$ cat src/rtl/mult_div_unit.sv
// Signed multiply (radix-2 Booth) / divide (restoring, magnitude + sign fix) unit owning HI/LO.
// Latency: WIDTH+1 cycles from the start edge to done; DIV by zero reports div0+done one cycle after start.
// Backpressure: start is accepted only in IDLE; start while busy is dropped. Optional abort port: MULT_DIV_ABORT_EN.
module mult_div_unit #(
   parameter int WIDTH = 32,
   parameter int CNT_W = 6
) (
   input  logic             clk,
`ifdef MULT_DIV_ABORT_EN
   input  logic             abort,
`endif
   input  logic             reset_in,
   input  logic             start,
   input  logic             op,
   input  logic [WIDTH-1:0] a,
   input  logic [WIDTH-1:0] b,
   output logic [WIDTH-1:0] hi,
   output logic [WIDTH-1:0] lo,
   output logic             busy,
   output logic             done,
   output logic             div0
);

   localparam logic [1:0] S_IDLE = 2'd0;
   localparam logic [1:0] S_RUN  = 2'd1;
   localparam logic [1:0] S_FIX  = 2'd2;

   localparam int BW = 2 * WIDTH + 1;
   localparam logic [CNT_W-1:0] LAST_ITER = CNT_W'(WIDTH - 1);

   logic [1:0]       state_q, state_d;
   logic             op_q, op_d;
   logic [CNT_W-1:0] cnt_q, cnt_d;
   logic [BW-1:0]    booth_q, booth_d;
   logic [WIDTH-1:0] mcand_q, mcand_d;
   logic [WIDTH-1:0] rem_q, rem_d;
   logic [WIDTH-1:0] quo_q, quo_d;
   logic [WIDTH-1:0] dvsr_q, dvsr_d;
   logic             sign_r_q, sign_r_d;
   logic             sign_q_q, sign_q_d;
   logic [WIDTH-1:0] hi_q, hi_d;
   logic [WIDTH-1:0] lo_q, lo_d;
   logic             done_q, done_d;
   logic             div0_q, div0_d;

   logic             abort_w;
   logic [WIDTH-1:0] a_mag, b_mag;
   logic [WIDTH:0]   upper_ext, mcand_ext, booth_sum;
   logic [BW-1:0]    booth_step;
   logic [WIDTH:0]   rem_shift, rem_trial;

`ifdef MULT_DIV_ABORT_EN
   assign abort_w = abort;
`else
   assign abort_w = 1'b0;
`endif

   // Datapath for one iteration: Booth add/sub + arithmetic shift, and one restoring-divide step.
   always_comb begin
      a_mag = a[WIDTH-1] ? -a : a;
      b_mag = b[WIDTH-1] ? -b : b;

      // Upper half widened by one bit so -(most negative) still fits and the sign survives.
      upper_ext = {booth_q[BW-1], booth_q[BW-1:WIDTH+1]};
      mcand_ext = {mcand_q[WIDTH-1], mcand_q};
      case (booth_q[1:0])
         2'b01:   booth_sum = upper_ext + mcand_ext;
         2'b10:   booth_sum = upper_ext - mcand_ext;
         default: booth_sum = upper_ext;
      endcase
      // Concatenating the WIDTH+1-bit sum above the old low half is the arithmetic right shift.
      booth_step = {booth_sum, booth_q[WIDTH:1]};

      // rem < divisor <= 2^(WIDTH-1) always, so the shifted remainder never needs bit WIDTH.
      rem_shift = {rem_q, quo_q[WIDTH-1]};
      rem_trial = rem_shift - {1'b0, dvsr_q};
   end

   // Next-state and register update logic for the IDLE/RUN/FIX sequence.
   always_comb begin
      state_d  = state_q;
      op_d     = op_q;
      cnt_d    = cnt_q;
      booth_d  = booth_q;
      mcand_d  = mcand_q;
      rem_d    = rem_q;
      quo_d    = quo_q;
      dvsr_d   = dvsr_q;
      sign_r_d = sign_r_q;
      sign_q_d = sign_q_q;
      hi_d     = hi_q;
      lo_d     = lo_q;
      done_d   = 1'b0;
      div0_d   = 1'b0;

      case (state_q)
         S_IDLE: begin
            if (start) begin
               if (op && (b == '0)) begin
                  // Divide by zero never enters RUN; HI/LO keep their previous result.
                  done_d = 1'b1;
                  div0_d = 1'b1;
               end else begin
                  state_d  = S_RUN;
                  op_d     = op;
                  cnt_d    = '0;
                  booth_d  = {{WIDTH{1'b0}}, b, 1'b0};
                  mcand_d  = a;
                  rem_d    = '0;
                  quo_d    = a_mag;
                  dvsr_d   = b_mag;
                  sign_r_d = a[WIDTH-1];
                  sign_q_d = a[WIDTH-1] ^ b[WIDTH-1];
               end
            end
         end
         S_RUN: begin
            if (abort_w) begin
               state_d = S_IDLE;
            end else begin
               cnt_d = cnt_q + CNT_W'(1);
               if (op_q) begin
                  if (!rem_trial[WIDTH]) begin
                     rem_d = rem_trial[WIDTH-1:0];
                     quo_d = {quo_q[WIDTH-2:0], 1'b1};
                  end else begin
                     rem_d = rem_shift[WIDTH-1:0];
                     quo_d = {quo_q[WIDTH-2:0], 1'b0};
                  end
               end else begin
                  booth_d = booth_step;
               end
               if (cnt_q == LAST_ITER) begin
                  state_d = S_FIX;
               end
            end
         end
         S_FIX: begin
            if (abort_w) begin
               state_d = S_IDLE;
            end else begin
               if (op_q) begin
                  // Quotient truncates toward zero; remainder follows the dividend's sign.
                  lo_d = sign_q_q ? -quo_q : quo_q;
                  hi_d = sign_r_q ? -rem_q : rem_q;
               end else begin
                  {hi_d, lo_d} = booth_q[BW-1:1];
               end
               done_d  = 1'b1;
               state_d = S_IDLE;
            end
         end
         default: begin
            state_d = S_IDLE;
         end
      endcase
   end

   // State registers with synchronous reset; reset discards any operation in flight.
   always_ff @(posedge clk) begin
      if (reset_in) begin
         state_q  <= S_IDLE;
         op_q     <= 1'b0;
         cnt_q    <= '0;
         booth_q  <= '0;
         mcand_q  <= '0;
         rem_q    <= '0;
         quo_q    <= '0;
         dvsr_q   <= '0;
         sign_r_q <= 1'b0;
         sign_q_q <= 1'b0;
         hi_q     <= '0;
         lo_q     <= '0;
         done_q   <= 1'b0;
         div0_q   <= 1'b0;
      end else begin
         state_q  <= state_d;
         op_q     <= op_d;
         cnt_q    <= cnt_d;
         booth_q  <= booth_d;
         mcand_q  <= mcand_d;
         rem_q    <= rem_d;
         quo_q    <= quo_d;
         dvsr_q   <= dvsr_d;
         sign_r_q <= sign_r_d;
         sign_q_q <= sign_q_d;
         hi_q     <= hi_d;
         lo_q     <= lo_d;
         done_q   <= done_d;
         div0_q   <= div0_d;
      end
   end

   assign hi   = hi_q;
   assign lo   = lo_q;
   assign busy = (state_q != S_IDLE);
   assign done = done_q;
   assign div0 = div0_q;

endmodule

$ cat config.mk
export PLATFORM = sky130hd
export DESIGN_NAME = mult_div_unit
export DESIGN_NICKNAME = d
export VERILOG_FILES = /design/src/rtl/mult_div_unit.sv
export SDC_FILE = /design/constraint.sdc
export NUM_CORES = 1
export LEC_CHECK = 0
export BUFFER_PORTS_ARGS = -buffer_cell sky130_fd_sc_hd__buf_2
export CAP_MARGIN = 20
export CORE_MARGIN = 3
export CORE_UTILIZATION = 31
export DETAILED_ROUTE_END_ITERATION = 12
export GPL_ROUTABILITY_DRIVEN = 1
export PLACE_DENSITY = 0.49
export SYNTH_ARGS = -nofsm -noshare
export SYNTH_HDL_FRONTEND = slang
export SYNTH_SLANG_ARGS = --single-unit
$ cat constraint.sdc
create_clock -name clk -period 5.2 [get_ports clk]
set_input_delay 0.78 -clock clk [delete_from_list [all_inputs] [get_ports clk]]
set_output_delay 0.78 -clock clk [all_outputs]
set_load 0.005 [all_outputs]
# [Word-level counts from Yosys, hierarchy flattened]
# Cells that the tools add are included.
[classes] add_sub_neg=8 n_eq_ne=11 n_mux=31 bitwise_logic=3 n_reduce_logical=12
[op_table] op="32-bit two-way mux" n=13
[op_table] op="65-bit two-way mux" n=3
[op_table] op="65-bit case mux with 2 select lines" n=1
[op_table] op="32-bit negation" n=4
[op_table] op="32-bit case mux with 2 select lines" n=2
[op_table] op="33-bit case mux with 2 select lines" n=1
[op_table] op="32-bit by 32-bit adder with 33-bit output" n=1
[op_table] op="32-bit by 32-bit subtractor with 33-bit output" n=1
[op_table] op="33-bit by 32-bit subtractor with 33-bit output" n=1
[op_table] op="32-bit zero test" n=1
[op_table] op="6-bit two-way mux" n=2
[op_table] op="6-bit case mux with 2 select lines" n=1
[op_table] op="2-bit inequality test (second input constant)" n=5
[op_table] op="3-bit AND reduction" n=3
[op_table] op="4-bit AND reduction" n=2
[op_table] op="6-bit by 1-bit adder with 6-bit output (second input constant)" n=1
[op_table] op="6-bit by 5-bit == test with 1-bit output (second input constant)" n=1
[op_table] op="2-bit two-way mux" n=3
[op_table] op="5-bit AND reduction" n=1
[op_table] op="2-bit by 1-bit == test with 1-bit output (second input constant)" n=2
[op_table] op="2-bit == test (second input constant)" n=2
[op_table] op="2-bit case mux with 2 select lines" n=1
[op_table] op="2-bit nonzero test" n=2
[op_table] op="1-bit two-way mux" n=3
[op_table] op="7 further kinds" n=8
[word_totals] register_bits=270 inputBits=68 elab_cells=80

# [Longest topological paths before layout]
[depth] ltp_word=5 depth_mapped=19 depth_no_buf=18

# [Worst setup path after synthesis]
# No wires, ideal clock.
[synth_timing] path_kind="register -> register" start="reg mcand_q[8]" end="reg booth_q[64]" setup_ps=130 arrival_time_ps=4326 slack_ps=745 path_stages_with_launch=16 synth_period_minus_slack_ps=4455 cell_sequence="dfxtp_1 > or4_1 > or3_1 > nor2_1 > a21oi_1 > xnor2_1 > ha_1 > a211o_1 > and3_1 > or4_1 > a41o_1 > a41o_1 > or4_1 > a41o_1 > xnor2_1 > o32ai_1"
[synth_between] elab_chain_len=4
[synth_rtl] element="from (decl)" line="35" rtl="logic [WIDTH-1:0] mcand_q, mcand_d;"
[synth_rtl] element="from (signal assigned)" line="181" rtl="mcand_q <= mcand_d;"
[synth_rtl] element="32-bit by 32-bit subtractor with 33-bit output / 32-bit by 32-bit adder with 33-bit output (equally long branches)" line="68, 67"
[synth_rtl] element="33-bit case mux with 2 select lines (*)" line="66" rtl="case (booth_q[1:0])"
[synth_rtl] element="65-bit two-way mux (*)" line="122" rtl="if (op_q) begin"
[synth_rtl] element="65-bit case mux with 2 select lines (*)" line="96" rtl="case (state_q)"
[synth_rtl] element="to (signal assigned)" line="180" rtl="booth_q <= booth_d;"
[synth_rtl] element="to (decl)" line="34" rtl="logic [BW-1:0] booth_q, booth_d;"
# Every way passes the cells marked *; elsewhere a longest branch is shown, timed or not. The select of a mux whose other input is x is not followed.
# A chain may end at the register's enable or synchronous reset.

# [Worst setup path in the final report]
[layout_timing] start="reg mcand_q[2]" end="reg booth_q[64]"
# The elaborated chain is that of the path after synthesis.

==> metrics.txt <==
outcome=completed; layout cell share with drive strength beyond 1=0.100; worst hold path type=register to register; fin cells=3088; Crit path arrival time=5190 ps; placed cells=3026; Critical Path RT=5600 ps; ranking of synthesized cells by area=dfxtp_1 (31%), nor2_1 (7.0%), a21oi_1 (6.3%), xor2_1 (6.0%), nand2_1 (5.8%); DRT Wirelength=58800 um; H-tree depth=2; Final min period=4790 ps; commonest non-fill, non-tap cells in the layout=nor2_1 (323), dfxtp_1 (268), nand2_1 (266); fin nets=2456; Flop pwr share=0.380; max_cap viols=0; Final Setup Violations=0; Largest stage delay, worst path=510 ps; Placer Congestion=0.857; Root Driver=clkbuf_16; DRT Pass-1 Iters=7; async set-reset flop share out of synthesis=0; die area=58800 um2; crit share post-route=0.921; P_leak=7.72 nW; Die H=242 um; Crit Path Max Fanout=6; I/O pins=135; sequential element share of the synthesized area=0.311; Sw Ratio=0.323; Storage cell area=5390 um2; maximum vdd drop=0.174 mV; final hold viol count=0; CP dominant cell by count=a41o_1; CP Cell Sequence=nor3_1 > nor3b_1 > nand2_1 > nor2_1 > a21oi_1 > xnor2_1 > ha_1 > a211o_1 > and3_1 > or4_1 > a41o_1 > a41o_1 > or4_1 > a41o_1 > xnor2_1 > o32ai_1; Comb pwr share=0.219; Yosys cell types=72; cell internal pwr=4.07 mW; GRT Util Overall=0.192; CP Class=register to register; skew final=22.3 ps; first-pass GRT wire length=90900 um; Vias per Instance=5.38; flops & latches, synth=269; multi-input logic area=11100 um2; Die W=242 um; sw power=1.95 mW; vias in the first global route=15600; Yosys top cell by area=dfxtp_1; diodes inserted=0; f_max=209 MHz; CTS Buf Count=34; DRT antenna net count=0; I/O Buffers=134; Starting Density=0.314; Core ar.=55200 um2; maximum number of pins on one net before global-route repair=155; type of origin of the critical path=register; worst hold stages=2; CTS clk-pin slew, worst paths=60 ps; wire per inst=19.1 um; num rows=86; Slowest-stage cell, CP=or4_1; Vias=16600; main flop type after synthesis=dfxtp_1; Avg Cell Area, Syn=7.62 um2; Worst Tran Pin Value=984 ps; initial antenna violation count=1; r2r worst-path depth=16; flop2flop setup slack=410 ps; hold_ws=463 ps; commonest non-fill, non-tap cell in the layout=nor2_1; TritonCTS clock tree=yes; Rel. slew slack=0.343; number of fillers in the final layout=5840; clock latency on the worst-skew pair=560 ps; hold_sp=dvsr_q[31]; endpoint class of the critical path=register; Post-synth EDFFs=0; Syn Inst Count=2275; Post-DP HPWL=44100 um; clock share of power=0.401; area grow syn2layout=13.4%; Setup TNS=0 ps; Netlist Area Pre-Place=17300 um2; Syn Nets=2416; Clock Sink Count=269; CTS Hold Bufs=0; global route overflow=0; Power Density=306 nW/um2; RSZ-0062 raised after global routing=no; Post-CTS Setup Inserts=0; share of the synthesized area in the top cell type=0.311; Worst R2R Start=mcand_q[2]; CTS Buffer Depth=3; initial DRC count=1230; Syn. warnings=0; PostCTS Resize Cnt=0; Final Max Slew Viols=0; worst hold path endpoint=dvsr_q[31]; reg2reg end=booth_q[64]; DRC viols=0
through the flow:
step	setup slack, ps	instance area, um2	power (mW)	util
2_1_floorplan	745	17300	3.24	-
3_3_place_gp	549	18500	3.63	0.335
3_5_place_dp	496	18500	3.64	0.335
4_1_cts	461	19600	6.07	0.356
5_1_grt	149	19600	6.32	0.356
6_report	412	19600	6.01	0.356
cells by family (layout without fill, tap and decap cells):
group | after synthesis | after routing | share of synthesized area
adder cells (fa/ha/maj) | 73 | 73 | 0.0536
AND/OR/NAND/NOR | 791 | 791 | 0.201
multiplexers | 33 | 33 | 0.0191
buffers and inverters | 211 | 276 | 0.0510
AO/OA/AOI/OAI | 686 | 686 | 0.258
XOR/XNOR | 212 | 212 | 0.107
flip-flops | 269 | 269 | 0.311
state kept, by name, summed over array words and instances, names as in the netlist:
name,cells
quo_q,32
state_q,2
done,1
op_q,1
mcand_q,32
lo,32
sign_q_q,1
cnt_q,6
dvsr_q,32
div0,1
rem_q,32
booth_q,65
hi,32
final cells by class:
class | instances | share of cell area
clock buffer | 50 | 0.0505
clock inverter | 11 | 0.00694
inverter | 62 | 0.0118
multi-input combinational | 1795 | 0.566
sequential | 269 | 0.274
tap | 748 | 0.0476
timing repair buffer | 153 | 0.0430
worst max-delay path, delay by kind of cell (launching register included):
family / cells / cell delay (ps)
XOR/XNOR: 2 / 350
AND/OR/NAND/NOR: 7 / 2310
AO/OA/AOI/OAI: 6 / 1260
adder cells (fa/ha/maj): 1 / 330
flip-flops: 1 / 350
worst max-delay path by stage:
stage / endpoint / slack, ps / cells after the start / from
after floorplan: booth_q[64] / 740 / 15 / mcand_q[8]
after global placement: booth_q[64] / 550 / 16 / mcand_q[2]
after detailed placement: booth_q[64] / 500 / 16 / mcand_q[2]
after CTS: booth_q[64] / 460 / 16 / mcand_q[2]
after global routing: booth_q[64] / 150 / 16 / mcand_q[2]
final: booth_q[64] / 410 / 16 / mcand_q[2]
routing by layer:
layer	routed length, um	vias up	GRT usage	part of all wire
met5	14	-	0	0.00024
met1	27800	7926	0.266	0.47
met3	2860	74	0.0301	0.049
met4	1110	2	0.0511	0.019
li1	-	8229	-	-
met2	27100	375	0.311	0.46
power groups by stage:
stage               clock network (mW)  logic, mW  registers (mW)
floorplan                            0      0.969            2.27
global placement                     0       1.30            2.33
detailed placement                   0       1.31            2.33
CTS                               2.47       1.32            2.28
global route                      2.56       1.47            2.30
finish                            2.41       1.32            2.28
cell usage after synthesis (all sizes together), types with 19 or more instances:
cell / count
a211oi: 130
a21o: 34
a21oi: 218
a22oi: 20
a311oi: 33
clkbuf: 134
dfxtp: 269
ha: 71
inv: 62
mux2i: 32
nand2: 267
nand2b: 19
nand3: 25
nor2: 324
nor3: 39
o21ai: 103
o31ai: 39
o41ai: 19
or4: 21
xnor2: 93
xor2: 119
Note: power is estimated with default switching activity, not from simulation.
